## src/rtl/register_file_mp_pkg.sv

```systemverilog
// register_file_mp_pkg: shared constants for the register file and its dump controller.
//   Special-register default addresses, FLAG gating mask, FLAG bit indices and dump FSM
//   state encoding.
package register_file_mp_pkg;
    localparam int DEF_DINP_ADDR = 28;
    localparam int DEF_GOUT_ADDR = 29;
    localparam int DEF_DOUT_ADDR = 30;
    localparam int DEF_FLAG_ADDR = 31;
    localparam logic [7:0] DEF_FLAG_GATE = 8'h2F;
    localparam int FLAG_BIT_CARRY = 0;
    localparam int FLAG_BIT_ZERO  = 1;
    localparam logic [1:0] ST_IDLE = 2'd0;
    localparam logic [1:0] ST_SCAN = 2'd1;
    localparam logic [1:0] ST_DONE = 2'd2;
endpackage

```

## src/rtl/register_file_mp_dump_ctrl.sv

```systemverilog
// register_file_mp_dump_ctrl: valid/ready streamer that walks every register once per dump.
//   clk_i, reset_i             clock, synchronous active-high reset
//   regs_i                     flattened register array, register n at [n*DATA_W +: DATA_W]
//   start_i                    start request, honoured only in IDLE
//   valid_o / ready_i          beat handshake
//   addr_o / data_o            current beat (registered snapshot)
//   busy_o                     FSM not IDLE
//   done_o                     one-cycle pulse after the last beat
module register_file_mp_dump_ctrl
    import register_file_mp_pkg::*;
#(
    parameter int DATA_W   = 8,
    parameter int NUM_REGS = 32,
    parameter int ADDR_W   = 5
)(
    input  logic                       clk_i,
    input  logic                       reset_i,
    input  logic [NUM_REGS*DATA_W-1:0] regs_i,
    input  logic                       start_i,
    input  logic                       ready_i,
    output logic                       valid_o,
    output logic [ADDR_W-1:0]          addr_o,
    output logic [DATA_W-1:0]          data_o,
    output logic                       busy_o,
    output logic                       done_o
);
    logic [1:0]        state_q, state_d;
    logic [ADDR_W-1:0] addr_q, addr_d;
    logic [DATA_W-1:0] data_q, data_d;

    always_comb begin
        state_d = state_q;
        addr_d  = addr_q;
        data_d  = data_q;
        if (state_q == ST_IDLE && start_i) begin
            state_d = ST_SCAN;
            addr_d  = '0;
            data_d  = regs_i[0 +: DATA_W];
        end else if (state_q == ST_SCAN && ready_i) begin
            if (int'(addr_q) == NUM_REGS - 1) begin
                state_d = ST_DONE;
            end else begin
                // next beat is loaded on the same edge that accepts the current one
                addr_d = ADDR_W'(int'(addr_q) + 1);
                data_d = regs_i[int'(addr_d)*DATA_W +: DATA_W];
            end
        end else if (state_q == ST_DONE) begin
            state_d = ST_IDLE;
        end
    end

    always_ff @(posedge clk_i) begin
        state_q <= reset_i ? ST_IDLE : state_d;
        addr_q  <= reset_i ? '0 : addr_d;
        data_q  <= reset_i ? '0 : data_d;
    end

    assign valid_o = state_q == ST_SCAN;
    assign busy_o  = state_q != ST_IDLE;
    assign done_o  = state_q == ST_DONE;
    assign addr_o  = addr_q;
    assign data_o  = data_q;
endmodule

```

## src/rtl/register_file_mp.sv

```systemverilog
// register_file_mp: multi-read-port CPU register file with special registers and debug dump.
//   clk_i, reset_i                clock, synchronous active-high reset
//   enable_i                      CPU step enable (gates writes and ATC clear)
//   long_press_i                  any bit set suppresses FLAG_GATE bits of flag_set_i
//   rd_addr_i / rd_data_o         NUM_RD packed combinational read ports
//   wr_en_i, wr_addr_i, wr_data_i single write port (FLAG not writable)
//   flag_set_i                    sticky per-bit FLAG set
//   reg_din_i                     captured into DINP every cycle
//   reg_gout_o/reg_dout_o/reg_flag_o  special register contents
//   atc_req_i, atc_bit_i, atc_out_o   atomic test-and-clear of one FLAG bit
//   dump_*                        valid/ready stream of all registers
// Optional: define REGFILE_BYPASS_EN for write-through forwarding on the read ports.
module register_file_mp
    import register_file_mp_pkg::*;
#(
    parameter int DATA_W    = 8,
    parameter int NUM_REGS  = 32,
    parameter int NUM_RD    = 2,
    parameter int LP_W      = 4,
    parameter int DINP_ADDR = DEF_DINP_ADDR,
    parameter int GOUT_ADDR = DEF_GOUT_ADDR,
    parameter int DOUT_ADDR = DEF_DOUT_ADDR,
    parameter int FLAG_ADDR = DEF_FLAG_ADDR,
    parameter logic [DATA_W-1:0] FLAG_GATE = DATA_W'(DEF_FLAG_GATE),
    localparam int ADDR_W = $clog2(NUM_REGS),
    localparam int BIT_W  = $clog2(DATA_W)
)(
    input  logic                     clk_i,
    input  logic                     reset_i,
    input  logic                     enable_i,
    input  logic [LP_W-1:0]          long_press_i,
    input  logic [NUM_RD*ADDR_W-1:0] rd_addr_i,
    output logic [NUM_RD*DATA_W-1:0] rd_data_o,
    input  logic                     wr_en_i,
    input  logic [ADDR_W-1:0]        wr_addr_i,
    input  logic [DATA_W-1:0]        wr_data_i,
    input  logic [DATA_W-1:0]        flag_set_i,
    input  logic [DATA_W-1:0]        reg_din_i,
    output logic [DATA_W-1:0]        reg_gout_o,
    output logic [DATA_W-1:0]        reg_dout_o,
    output logic [DATA_W-1:0]        reg_flag_o,
    input  logic                     atc_req_i,
    input  logic [BIT_W-1:0]         atc_bit_i,
    output logic                     atc_out_o,
    input  logic                     dump_start_i,
    output logic                     dump_valid_o,
    input  logic                     dump_ready_i,
    output logic [ADDR_W-1:0]        dump_addr_o,
    output logic [DATA_W-1:0]        dump_data_o,
    output logic                     dump_busy_o,
    output logic                     dump_done_o
);
    logic [DATA_W-1:0] regs_q [NUM_REGS];
    logic [DATA_W-1:0] regs_d [NUM_REGS];
    logic [NUM_REGS*DATA_W-1:0] regs_flat;
    logic [DATA_W-1:0] flag_set_eff, atc_clr;
    logic wr_ok, atc_hit;

    assign wr_ok = enable_i & wr_en_i & (int'(wr_addr_i) < NUM_REGS) & (int'(wr_addr_i) != FLAG_ADDR);
    assign flag_set_eff = flag_set_i & ~(FLAG_GATE & {DATA_W{|long_press_i}});
    assign atc_hit = int'(atc_bit_i) < DATA_W;
    assign atc_clr = (enable_i & atc_req_i & atc_hit) ? (DATA_W'(1) << atc_bit_i) : '0;
    assign atc_out_o = atc_req_i & atc_hit & regs_q[FLAG_ADDR][atc_bit_i];

    always_comb begin
        regs_d = regs_q;
        if (wr_ok) regs_d[wr_addr_i] = wr_data_i;
        // input capture is unconditional and beats a same-cycle CPU write
        regs_d[DINP_ADDR] = reg_din_i;
        // set is applied after clear so a same-cycle set survives test-and-clear
        regs_d[FLAG_ADDR] = (regs_q[FLAG_ADDR] & ~atc_clr) | flag_set_eff;
    end

    always_ff @(posedge clk_i) begin
        for (int i = 0; i < NUM_REGS; i++) regs_q[i] <= reset_i ? '0 : regs_d[i];
    end

    always_comb begin
        for (int i = 0; i < NUM_REGS; i++) regs_flat[i*DATA_W +: DATA_W] = regs_q[i];
    end

    for (genvar k = 0; k < NUM_RD; k++) begin : g_rd
        logic [ADDR_W-1:0] a;
        assign a = rd_addr_i[k*ADDR_W +: ADDR_W];
`ifdef REGFILE_BYPASS_EN
        assign rd_data_o[k*DATA_W +: DATA_W] = (wr_ok && wr_addr_i == a && int'(a) != DINP_ADDR) ? wr_data_i :
                                               (int'(a) < NUM_REGS) ? regs_q[a] : '0;
`else
        assign rd_data_o[k*DATA_W +: DATA_W] = (int'(a) < NUM_REGS) ? regs_q[a] : '0;
`endif
    end

    assign reg_gout_o = regs_q[GOUT_ADDR];
    assign reg_dout_o = regs_q[DOUT_ADDR];
    assign reg_flag_o = regs_q[FLAG_ADDR];

    register_file_mp_dump_ctrl #(
        .DATA_W  (DATA_W),
        .NUM_REGS(NUM_REGS),
        .ADDR_W  (ADDR_W)
    ) u_dump (
        .clk_i  (clk_i),
        .reset_i(reset_i),
        .regs_i (regs_flat),
        .start_i(dump_start_i),
        .ready_i(dump_ready_i),
        .valid_o(dump_valid_o),
        .addr_o (dump_addr_o),
        .data_o (dump_data_o),
        .busy_o (dump_busy_o),
        .done_o (dump_done_o)
    );
endmodule

```

## config.mk

```make
export PLATFORM = sky130hd
export DESIGN_NAME = register_file_mp
export DESIGN_NICKNAME = d
export VERILOG_FILES = /design/src/rtl/register_file_mp_pkg.sv /design/src/rtl/register_file_mp_dump_ctrl.sv /design/src/rtl/register_file_mp.sv
export SDC_FILE = /design/constraint.sdc
export NUM_CORES = 1
export LEC_CHECK = 0
export ABC_AREA = 1
export BUFFER_PORTS_ARGS = -buffer_cell sky130_fd_sc_hd__buf_2
export CORE_ASPECT_RATIO = 1.2
export CORE_MARGIN = 2
export CORE_UTILIZATION = 40
export CTS_CLUSTER_SIZE = 20
export DETAILED_ROUTE_END_ITERATION = 12
export PLACE_DENSITY = 0.63
export REMOVE_ABC_BUFFERS = 1
export SLEW_MARGIN = 40
export SYNTH_ARGS = -nofsm -noshare
export SYNTH_HDL_FRONTEND = slang
export SYNTH_SLANG_ARGS = --single-unit
```

## constraint.sdc

```tcl
create_clock -name clk_i -period 4.3 [get_ports clk_i]
set_input_delay 0.86 -clock clk_i [delete_from_list [all_inputs] [get_ports clk_i]]
set_output_delay 0.86 -clock clk_i [all_outputs]
set_load 0.01 [all_outputs]
```

==> results of run 1 <==
-- worst max-delay path, stage by stage --
cell     delay (ns)
buf_4          0.15
inv_2          0.38
buf_12         0.31
a21oi_1        0.10
o21ai_0        0.22
nand3_1        0.20
nand2_1        0.14
nand2_1        0.06
nand2_1        0.20
buf_2          0.18
-- cells in the final DEF (no fill, tap or decap), types with 2 or more instances in the layout --
cell and instances:
clkinv_2 6, o31ai_1 5, clkbuf_16 37, clkbuf_1 8
o21ai_0 524, o211ai_1 8, nand2_1 491, o21ai_1 2
inv_1 262, nand2_4 2, a21oi_1 428, buf_4 41
a211oi_1 82, clkbuf_8 6, buf_2 105, buf_12 9
nor3_1 8, nor2_1 201, bufinv_16 4, o221ai_1 6
o22ai_1 2, inv_2 13, dfxtp_1 270, nand3_1 221
o21bai_1 6, nor2_2 19, nor2_4 3
-- cells in the mapped netlist, drive strengths merged, types with 3 or more instances --
cell type	n	share of area (%)
nor2	223	5.2
xor2	3	0.15
o211ai	8	0.35
o31ai	5	0.22
inv	276	6.0
dfxtp	271	32
a211oi	82	3.6
nor3	9	0.33
o21bai	6	0.26
o221ai	6	0.31
a21oi	429	13
clkbuf	178	3.9
nand2	493	11
nand3	221	6.4
buf	78	2.5
o21ai	526	15
-- worst paths after layout --
check	to	slack, ns	cells after the start
hold / removal	regs_flat[204]	0.49	2
setup / recovery	rd_data_o[1]	0.61	10
setup reg to reg	u_dump.data_o[4]	1.39	10
hold reg to reg	regs_flat[204]	0.49	2
-- stage by stage --
step                total power [mW]  TNS [ns]  util [%]  setup slack [ns]  hold slack, ns
finish                          6.64         0      44.7             0.613           0.493
global route                    6.83         0      44.7             0.568           0.510
CTS                             6.64         0      44.7             0.640           0.493
detailed placement              3.57         0      41.9             0.646           0.484
global placement                3.56         0      41.9             0.634           0.474
floorplan                       3.10    -21.17         -             -2.16           0.452
-- registers in the layout, indices dropped and copies added, names as in the netlist --
name	count
reg_dout_o	8
u_dump.data_o	8
u_dump.state_q	2
reg_flag_o	8
regs_flat	232
u_dump.addr_o	5
reg_gout_o	8
-- power by group through the flow --
stage               combinational, mW  clock [mW]  sequential (mW)
floorplan                       0.477           0             2.62
global placement                0.943           0             2.62
detailed placement              0.951           0             2.62
CTS                             0.955        3.12             2.56
global route                     1.06        3.21             2.56
finish                          0.988        3.09             2.56
-- area by class of cell --
cell class | count | area [sq um]
fillers | 4474 | 23500
inverters | 277 | 1040
clock buffers | 51 | 1040
clock inverters | 10 | 153
well taps | 552 | 691
flip-flops and latches | 271 | 5430
multi-input cells | 2020 | 9680
repair buffers | 155 | 1010
-- metal layers --
metal  routed length (microns)  vias to the layer above  part of all wire (%)  GRT usage [%]
met1                     28800                     9109                    40           40.2
met4                      3970                        6                   5.5           17.1
met5                        32                        -                 0.044              0
li1                          -                     9300                     -              -
met2                     31400                     1261                    43           48.3
met3                      7980                      254                    11           6.85
-- logic make-up after synthesis --
logic type	count (synthesis)	share of synthesized area, %
xor gates and xnor gates	4	0.204
and+or+nand+nor	948	22.9
buffers and inverters	533	12.4
AOI/OAI and AO/OA	1066	32.8
adders and majority gates	2	0.146
DFF	271	31.6
==> flow_summary.json, run 1 <==
{
  "cp.arrival_ns": 2.83,
  "tightestPinTransition_ns": 0.892,
  "cts_buffer_depth": 3,
  "synth-seq-cells": 271,
  "worstReg2RegStart": "u_dump.addr_o[0]",
  "synthCells": 2824,
  "diodes": 0,
  "start_util_pct": 40.4,
  "async_reset_ff_share_pct": 0,
  "min_from": "regs_flat[204]",
  "maxSlewViolCount": 0,
  "cts-root-buf": "clkbuf_16",
  "clk_pin_slew_ns": 0.06,
  "synthFlopType": "dfxtp_1",
  "finalHoldViolations": 0,
  "comb_power_share_pct": 14.9,
  "status": "finished, final reports clean",
  "power_switching_mw": 1.93,
  "die_w_microns": 193,
  "post-cts-setup-buffers": 0,
  "drc": 0,
  "worstPathRequired_ns": 3.44,
  "wl_per_cell_microns": 21.6,
  "p_leak_nw": 7.69,
  "p_int_mw": 4.71,
  "post-place-cells": 3275,
  "finalClockSkew_ns": 0.0120,
  "io_pins": 110,
  "dp_hpwl_microns": 45800,
  "ctsResizeCount": 0,
  "viasPerCell": 5.97,
  "syn_area_sq_mm": 0.0172,
  "relSlewSlack_pct": 40.5,
  "path_class": "input port to primary output",
  "clock_latency_ns": 0.53,
  "syn_avg_cell_area_sq_um": 6.09,
  "p_per_area_mw_per_mm2": 348,
  "grt_usage_pct": 31.1,
  "hp-class": "flop to flop",
  "max_freq_mhz": 271,
  "crit_path_end_kind": "primary output",
  "startpoint": "rd_addr_i[0]",
  "placed_area_sq_mm": 0.0179,
  "postRouteAntennaNets": 0,
  "period_needed_ns": 3.69,
  "yosysWarnings": 0,
  "core_sq_mm": 0.0426,
  "portBuffers": 109,
  "clock_sinks": 271,
  "synth_edf_count": 0,
  "hold_buffers": 0,
  "wirelength_microns": 72200,
  "antenna_found_initial": 3,
  "grt_pass1_wl_microns": 109000,
  "vias": 19930,
  "yosys.cell_types.count": 33,
  "place_congestion": 0.910,
  "die_h_microns": 231,
  "drt_first_pass_iters": 6,
  "grt_overflow": 0,
  "setup_viol": 0,
  "final_cell_area_sq_mm": 0.0191,
  "num_rows": 83,
  "fin_crit_sh_pct": 85.7,
  "cap_violations": 0,
  "switching_share_pct": 29.0,
  "worstPathMaxFanout": 38,
  "drtIter0Drc": 2710,
  "final_nets": 2814,
  "area_delta_synth_final_pct": 10.8,
  "peakVddDrop_mv": 0.279,
  "drive_above_1_share_pct": 9.12,
  "fp.dieArea_sq_mm": 0.0447,
  "cts_tree": "yes",
  "htreeDepth": 2,
  "final_cells": 3336,
  "grt_pass1_vias": 18289,
  "grt_max_degree": 145,
  "cts_made_buffers": 34,
  "pwr-share-clk_pct": 46.5,
  "synth_seq_area_share_pct": 31.6,
  "rsz0062_at_grt": "no",
  "start_kind": "input port",
  "seqPwrFrac_pct": 38.6
}
Power figures use the tool's default switching activity.
==> run 2, diff against run 1 <==
clock period = 4.6 ns   (was 4.3 ns; I/O delays follow)
==> flow_summary.json, run 2 (synthesized netlist as in run 1, its figures left out) <==
{
  "largest_reg_flops": 232,
  "seqPwrFrac_pct": 40.4,
  "power_mw": 5.92,
  "htreeDepth": 1,
  "p_int_mw": 4.19,
  "finalHoldViolations": 0,
  "fp.dieArea_sq_mm": 0.0447,
  "drt_first_pass_iters": 6,
  "gr-usage-met2_pct": 48.2,
  "worst_slack_ns": 0.780,
  "crit_path_end_kind": "primary output",
  "portBuffers": 109,
  "dp_hpwl_microns": 45100,
  "max_freq_mhz": 262,
  "drc": 0,
  "p_leak_nw": 7.60,
  "setup_viol": 0,
  "finalClockSkew_ns": 0.0165,
  "ctsResizeCount": 0,
  "crit_chain": "buf_4, inv_2, buf_4, o21ai_0, o21ai_0, a21oi_1, nand2_1, nand2_1, nand2_1, nand2_1, buf_2",
  "most-common-layout-cells": "o21ai_0, nand2_1, a21oi_1",
  "viasPerCell": 5.96,
  "worstPathRequired_ns": 3.68,
  "path_class": "input port to primary output",
  "power_switching_mw": 1.73,
  "core_sq_mm": 0.0426,
  "final_common_cell": "o21ai_0",
  "cts_made_buffers": 31,
  "peakVddDrop_mv": 0.314,
  "cp.arrival_ns": 2.90,
  "setup-tns-final_ns": 0,
  "post-cts-setup-buffers": 0,
  "drtIter0Drc": 2415,
  "start_kind": "input port",
  "clock_sinks": 271,
  "clk_pin_slew_ns": 0.06,
  "fin_crit_sh_pct": 83.0,
  "wirelength_microns": 70800,
  "clock_latency_ns": 0.59,
  "crit_path_top_delay_cell": "buf_4",
  "grt_usage_pct": 30.6,
  "status": "finished, final reports clean",
  "die_w_microns": 193,
  "grt-busiest-layer": "met2",
  "vias": 19796,
  "final_nets": 2801,
  "fillers": 4519,
  "pwr-share-clk_pct": 44.3,
  "num_rows": 83,
  "p_per_area_mw_per_mm2": 313,
  "area_delta_synth_final_pct": 10.1,
  "start_util_pct": 40.4,
  "cts_tree": "yes",
  "maxSlewViolCount": 0,
  "relSlewSlack_pct": 37.9,
  "rsz0062_at_grt": "no",
  "wl_per_cell_microns": 21.3,
  "grt_pass1_wl_microns": 108000,
  "switching_share_pct": 29.3,
  "io_pins": 110,
  "multiInputGateArea_sq_mm": 0.00971,
  "crit_top_cell": "nand2_1",
  "grt_pass1_vias": 18136,
  "grt_overflow": 0,
  "post-place-cells": 3265,
  "worstPathMaxFanout": 34,
  "cts_buffer_depth": 3,
  "place_congestion": 0.939,
  "postRouteAntennaNets": 0,
  "grt_max_degree": 167,
  "slowest_delay_ns": 0.34,
  "grt_use_met3_pct": 5.12,
  "cap_violations": 0,
  "seqCellArea_sq_mm": 0.00543,
  "use_met1_pct": 40.1,
  "hold_buffers": 0,
  "hp-class": "flop to flop",
  "comb_power_share_pct": 15.3,
  "antenna_found_initial": 2,
  "final_cells": 3321,
  "tightestPinTransition_ns": 0.930,
  "period_needed_ns": 3.82,
  "cts-root-buf": "clkbuf_16",
  "dp_worst_setup_slack_ns": 0.859,
  "die_h_microns": 231,
  "drive_above_1_share_pct": 8.60
}
[run 2: cell types whose count changed in the layout (fill, tap and decap cells not counted), sizes merged]
cell,previous run,this run
clkinvlp,1,0
clkinv,6,3
diode,0,1
clkbuf,51,50
bufinv,4,3
buf,155,145
[run 2: cell type report]
cell class,count,area share (%)
tap,552,3.65
clock buffer,50,5.06
sequential,271,28.7
inverter,277,5.52
antenna,1,0.0132
timing repair buffer,145,5.18
clock inverter,5,0.549
multi-input combinational,2020,51.3
[run 2: per-layer routing]
metal / routed length [microns] / share of wire (%) / up-vias
li1: - / - / 9278
met1: 28700 / 41 / 9183
met2: 31300 / 44 / 1135
met3: 6950 / 9.8 / 200
met4: 3820 / 5.4 / 0
met5: 0 / 0 / -
[run 2: final timing paths]
check	from	end	slack (ns)	cells past startpoint
worst min-delay path	regs_flat[124]	regs_flat[124]	0.49	2
worst min register to register	regs_flat[124]	regs_flat[124]	0.49	2
worst max-delay path	rd_addr_i[0]	rd_data_o[4]	0.78	11
worst max register to register	u_dump.addr_o[0]	u_dump.data_o[0]	1.38	10
[run 2: metrics by stage]
stage / instance area, sq um / utilization (%) / hold slack [ns]
after detailed placement: 17800 / 41.9 / 0.481
after CTS: 18900 / 44.4 / 0.490
final: 18900 / 44.4 / 0.490
after floorplan: 16100 / - / 0.452
after global routing: 18900 / 44.4 / 0.509
after global placement: 17800 / 41.9 / 0.472
[run 2: power groups by stage]
stage | registers, mW | logic [mW] | clock network (mW)
6_report | 2.39 | 0.908 | 2.62
5_1_grt | 2.39 | 0.980 | 2.74
3_3_place_gp | 2.44 | 0.865 | 0
2_1_floorplan | 2.45 | 0.445 | 0
4_1_cts | 2.39 | 0.879 | 2.65
3_5_place_dp | 2.44 | 0.876 | 0
[run 2: critical path: cells and delay by family]
kind | cells | cell delay [ns]
compound gates | 3 | 0.48
buf+inv | 4 | 1.04
simple gates | 4 | 0.40
